==> config.mk <==
export PLATFORM = sky130hd
export DESIGN_NAME = mealy_seq_det
export DESIGN_NICKNAME = d
export VERILOG_FILES = /design/src/rtl/mealy_seq_pkg.sv /design/src/rtl/sat_counter.sv /design/src/rtl/mealy_seq_det.sv
export SDC_FILE = /design/constraint.sdc
export NUM_CORES = 1
export LEC_CHECK = 0
export ABC_AREA = 0
export BUFFER_PORTS_ARGS = -buffer_cell sky130_fd_sc_hd__buf_4
export CORE_MARGIN = 2
export CORE_UTILIZATION = 61
export CTS_CLUSTER_DIAMETER = 60
export DETAILED_ROUTE_END_ITERATION = 10
export PLACE_DENSITY_LB_ADDON = 0.3
export SLEW_MARGIN = 40
export SYNTH_ARGS = -nofsm -noshare
export SYNTH_HDL_FRONTEND = slang
export SYNTH_SLANG_ARGS = --single-unit
==> constraint.sdc <==
create_clock -name clk -period 5.9 [get_ports clk]
set_input_delay 0.295 -clock clk [delete_from_list [all_inputs] [get_ports clk]]
set_output_delay 0.295 -clock clk [all_outputs]
set_load 0.005 [all_outputs]
==> src/rtl/mealy_seq_pkg.sv <==
// Shared types and default widths for the programmable Mealy sequence detector.
package mealy_seq_pkg;

    typedef enum logic [1:0] {
        ST_IDLE  = 2'b00,
        ST_FILL  = 2'b01,
        ST_ARMED = 2'b10
    } state_e;

    localparam int unsigned PAT_W_DEF = 8;
    localparam int unsigned LEN_W_DEF = 4;
    localparam int unsigned CNT_W_DEF = 8;

endpackage

==> src/rtl/sat_counter.sv <==
// Saturating up-counter with synchronous clear; clear plus increment in one cycle yields 1.
module sat_counter #(
    parameter int unsigned CNT_W = 8
) (
    input  logic             clk,
    input  logic             rst_n,
    input  logic             inc,
    input  logic             clr,
    output logic [CNT_W-1:0] q
);

    logic [CNT_W-1:0] cnt_q;
    logic [CNT_W-1:0] cnt_d;

    always_comb begin
        cnt_d = cnt_q;
        if (clr) begin
            cnt_d = inc ? CNT_W'(1) : '0;
        end else if (inc && (cnt_q != {CNT_W{1'b1}})) begin
            cnt_d = cnt_q + CNT_W'(1);
        end
    end

    always_ff @(posedge clk or negedge rst_n) begin
        if (!rst_n) begin
            cnt_q <= '0;
        end else begin
            cnt_q <= cnt_d;
        end
    end

    assign q = cnt_q;

endmodule

==> src/rtl/mealy_seq_det.sv <==
// Run-time programmable serial pattern detector (1..PAT_W bits) with overlap control,
// optional registered output and a saturating match counter.
module mealy_seq_det
    import mealy_seq_pkg::*;
#(
    parameter int unsigned PAT_W   = PAT_W_DEF,
    parameter int unsigned LEN_W   = LEN_W_DEF,
    parameter int unsigned CNT_W   = CNT_W_DEF,
    parameter int unsigned REG_OUT = 0
) (
    input  logic             clk,
    input  logic             rst,
    input  logic             en,
    input  logic [PAT_W-1:0] cfg_pat,
    input  logic [LEN_W-1:0] cfg_len,
    input  logic             cfg_ovl,
    input  logic             x_vld,
    input  logic             x,
    output logic             y,
    output logic             busy,
    output logic             cfg_err,
    output logic [CNT_W-1:0] match_cnt,
    input  logic             clr_cnt
);

    localparam int unsigned HW = PAT_W - 1;

    state_e           state_q, state_d;
    logic [HW-1:0]    hist_q, hist_d;
    logic [LEN_W-1:0] fill_q, fill_d;
    logic [PAT_W-1:0] pat_q, pat_d;
    logic [LEN_W-1:0] len_q, len_d;
    logic             ovl_q, ovl_d;
    logic             cfg_err_q, cfg_err_d;

    logic [LEN_W-1:0] len_m1;
    logic [PAT_W-1:0] window;
    logic [PAT_W-1:0] mask;
    logic             match_c;

    assign len_m1 = len_q - LEN_W'(1);
    assign window = {hist_q, x};
    assign mask   = ~({PAT_W{1'b1}} << len_q);

    // State and datapath registers
    always_ff @(posedge clk or negedge rst) begin
        if (!rst) begin
            state_q   <= ST_IDLE;
            hist_q    <= '0;
            fill_q    <= '0;
            pat_q     <= '0;
            len_q     <= '0;
            ovl_q     <= 1'b0;
            cfg_err_q <= 1'b0;
        end else begin
            state_q   <= state_d;
            hist_q    <= hist_d;
            fill_q    <= fill_d;
            pat_q     <= pat_d;
            len_q     <= len_d;
            ovl_q     <= ovl_d;
            cfg_err_q <= cfg_err_d;
        end
    end

    // Next-state and datapath update
    always_comb begin
        state_d   = state_q;
        hist_d    = hist_q;
        fill_d    = fill_q;
        pat_d     = pat_q;
        len_d     = len_q;
        ovl_d     = ovl_q;
        cfg_err_d = cfg_err_q;

        if (!en) begin
            state_d = ST_IDLE;
            fill_d  = '0;
        end else begin
            case (state_q)
                ST_IDLE: begin
                    pat_d  = cfg_pat;
                    len_d  = cfg_len;
                    ovl_d  = cfg_ovl;
                    hist_d = '0;
                    fill_d = '0;
                    if ((cfg_len == '0) || (cfg_len > LEN_W'(PAT_W))) begin
                        cfg_err_d = 1'b1;
                    end else begin
                        cfg_err_d = 1'b0;
                        state_d   = ST_FILL;
                    end
                end
                ST_FILL, ST_ARMED: begin
                    if (x_vld) begin
                        if (match_c && !ovl_q) begin
                            // Non-overlap: restart the search from an empty history
                            hist_d  = '0;
                            fill_d  = '0;
                            state_d = (len_q == LEN_W'(1)) ? ST_ARMED : ST_FILL;
                        end else begin
                            hist_d = HW'({hist_q, x});
                            if (fill_q >= len_m1) begin
                                fill_d  = len_m1;
                                state_d = ST_ARMED;
                            end else begin
                                fill_d = fill_q + LEN_W'(1);
                            end
                        end
                    end
                end
                default: begin
                    state_d = ST_IDLE;
                    fill_d  = '0;
                end
            endcase
        end
    end

    // Mealy match: masked compare of newest len bits against the latched pattern
    always_comb begin
        match_c = 1'b0;
        if (((state_q == ST_FILL) || (state_q == ST_ARMED)) && x_vld &&
            (fill_q >= len_m1) && (((window ^ pat_q) & mask) == '0)) begin
            match_c = 1'b1;
        end
    end

    generate
        if (REG_OUT != 0) begin : g_reg_y
            logic y_q;
            always_ff @(posedge clk or negedge rst) begin
                if (!rst) begin
                    y_q <= 1'b0;
                end else begin
                    y_q <= match_c;
                end
            end
            assign y = y_q;
        end else begin : g_comb_y
            assign y = match_c;
        end
    endgenerate

    sat_counter #(
        .CNT_W (CNT_W)
    ) u_match_cnt (
        .clk   (clk),
        .rst_n (rst),
        .inc   (match_c),
        .clr   (clr_cnt),
        .q     (match_cnt)
    );

    assign busy    = (state_q != ST_IDLE);
    assign cfg_err = cfg_err_q;

endmodule

==> metrics.txt <==
run status finished clean; CP endpoint y; Reg2Reg Capture Point u_match_cnt.q[3]; crit path launch type flip-flop; GP Congestion between 0.9 and 1; WS Path Type flip-flop to output port; # port buffers 29; top_reg_cell synth dfrtp_1; delay of the slowest critical-path stage ~0.46 ns; clk buf depth 2; Worst EP arrival approximately 2.8 ns; DP Worst Slack 3.00 ns; syn_area_per_cell around 10 um^2; final setup TNS 0 ns; Pre-antenna DRT Iters 4; cell family with most CP delay adder cells; clock power share around 22%; Setup-failing EPs final 0; Yosys top cell by area dfrtp_1; vias in the first global route about 1.7k; clk_skew 0.00442 ns; Detail Route Antenna Nets 0; Worst path depth 8; Worst Path Buf+Inv 2; Vias/cell between 5 and 6; met2 usage a little over two fifths; cells on worst reg2reg path 9; hpwl dp 3110 um; largest net degree at the start of global routing 36; R2R setup slack between 3 and 4 ns; fmax ~330 MHz; wire per inst between 15 and 20 um; Finished Core Util 73.1%; Mapped Area ~0.0021 mm^2; crit-path max FO 14; Max-cap violations 0; switching part of the total power about 37%; I/O pin cnt 30; worst IR drop on VDD 290 uV; all-layer global routing usage around 25%; Worst-Skew Late Latency 0.35 ns; M3 GR Usage under 10%; first-pass GRT wire length 7560 um; # fillers 257; Worst path most repeated cell ha_1; GRT busiest layer met2; Leakage Power roughly 1.1 nW; syn_nets roughly 230; Synth cell types 41; Pins Over Slew Limit 0; via count 1642; core area ~0.0033 mm^2; H-tree depth 2; hold-fix buffers at CTS 1; postcts setup bufs 0; post-cts resize count 0; CP max stage cell o21ai_2; Worst Setup SP len_q[0]; CTS tree done; total grt overflow 0; FP Rows 21; Synth area leaders dfrtp_1 (42%), mux2_2 (8.1%), ha_1 (7.8%); Sequential Power Share a little under two fifths; met1 Use GR between 30% and 40%; worst hold path class input port to flip-flop; Synth Instances 200; TritonCTS Buffers 5; initial core utilization between 60% and 70%; Relative slew margins a little over half; PwrDens 422 mW/mm^2; sw power 0.378 mW; fin nets between 200 and 300; drc violations 0; root buffer cell clkbuf_4; Post-synth EDFFs 0; Tcrit/Tclk final a little over 50%; initial DRC count between 150 and 200; share of flip-flops with an asynchronous set or reset 100%; final worst-path setup slack around 2.9 ns; Synth Register Bits 35; Comb pwr share between 40% and 50%; RR Startpoint len_q[0]; Tmin final slightly above 3 ns; routed wire length around 4400 um; Pint 0.645 mW; # diodes 0; Die Wd slightly above 60 um; layout cell share with drive strength beyond 1 between 20% and 30%; YS warnings 0; CP endpoint kind output port; area grow syn2layout 16.5%; sequential element share of the synthesized area between 40% and 50%; full die area between 0.003 and 0.004 mm^2; Yosys top cell area share 42.1%; Worst Tran Pin Value approximately 0.68 ns; Clk pin slew, worst setup/hold paths 0.11 ns; Sink Count 35; initial antenna violation count 0; final hold violation count 0; RSZ-0062 raised after global routing no; Tot Pwr just over 1 mW; crit path cell chain inv_1 > ha_1 > ha_1 > ha_1 > a41o_1 > o21ai_2 > nor2_1 > buf_4; die height ~62 um; Worst Path Required between 5 and 6 ns
==> worst reg2reg max path: stages, from the launching register on <==
cell and delay [ns]:
dfrtp_1 0.45, inv_1 0.10, ha_1 0.23, ha_1 0.31
ha_1 0.31, a21oi_1 0.07, nor2b_1 0.24, o21ai_2 0.21
nor4b_1 0.43, mux2_2 0.38
==> power by group through the flow <==
| stage | Combinational (mW) | Clock [mW] | Sequential (mW) |
|---|---|---|---|
| after CTS | 0.415 | 0.221 | 0.384 |
| after detailed placement | 0.407 | 0 | 0.389 |
| after global routing | 0.469 | 0.233 | 0.396 |
| after floorplan | 0.340 | 0 | 0.356 |
| final | 0.419 | 0.220 | 0.384 |
| after global placement | 0.394 | 0 | 0.384 |
==> worst min path at each step <==
stage / slack (ns) / from / end / cells after the start
final: 0.16 / cfg_pat[2] / pat_q[2] / 2
after floorplan: -0.0006 / rst / cfg_err / 0
after detailed placement: 0.28 / rst / state_q[0] / 1
after CTS: 0.17 / cfg_pat[2] / pat_q[2] / 2
after global routing: 0.15 / cfg_pat[6] / pat_q[6] / 2
after global placement: 0.26 / rst / state_q[1] / 1
==> layer usage <==
layer,vias up,part of all wire (%)
li1,778,-
met1,809,42
met2,48,51
met3,7,5.5
met4,0,1.5
met5,-,0
==> metrics by stage <==
stage / hold WS [ns] / cell area (um^2) / cells
floorplan: -0.000591 / 2080 / 200
global placement: 0.264 / 2300 / 266
detailed placement: 0.275 / 2300 / 266
CTS: 0.167 / 2420 / 275
global route: 0.155 / 2420 / 275
finish: 0.165 / 2420 / 275
==> cells in the final DEF, fill, tap and decap left out, types with 7 or more instances in the layout <==
cell type / count
dfrtp_1: 35
buf_4: 29
mux2_2: 15
inv_1: 13
ha_1: 13
nor2_1: 12
nand2_1: 11
xnor2_1: 8
a21oi_1: 8
nor3_1: 7
a32o_1: 7
==> synthesized netlist by cell type (all sizes together) (2+ instances only) <==
cell     n
nor2b    6
a21oi    8
mux2    17
a31o     4
o22ai    3
dfrtp   35
nand2b   2
ha      13
mux2i    6
inv     13
nand4    2
a32o     7
xor2     3
nand3    5
nor2    12
clkbuf   5
xnor2    8
nand2   11
buf      4
nor3b    4
nor3     8
a31oi    2
or3      4
o21ai    6
==> final cells by class <==
cell class | count | area (um^2) | share of cell area [%]
Multi-Input combinational cell | 143 | 1110 | 45.7
Sequential cell | 35 | 876 | 36.2
Timing Repair Buffer | 30 | 228 | 9.41
Clock inverter | 3 | 67.6 | 2.79
Tap cell | 46 | 57.6 | 2.38
Inverter | 13 | 48.8 | 2.02
Clock buffer | 5 | 37.5 | 1.55
==> kinds of logic (layout without fill, tap and decap cells) <==
kind of cell	Yosys count	in the layout	synth area share (%)
flip-flops	35	35	42.1
AO/OA/AOI/OAI	36	36	12.5
AND/OR/NAND/NOR	60	60	16.0
multiplexers	23	23	12.1
adder cells (fa/ha/maj)	13	13	7.83
XOR/XNOR	11	11	4.64
buffers and inverters	22	51	4.82
==> flip-flops by register name (all words and copies together), names as in the netlist <==
register       cells
cfg_err            1
fill_q             4
len_q              4
hist_q             7
u_match_cnt.q      8
state_q            2
ovl_q              1
pat_q              8
No activity file was read; power rests on OpenSTA's default activity.
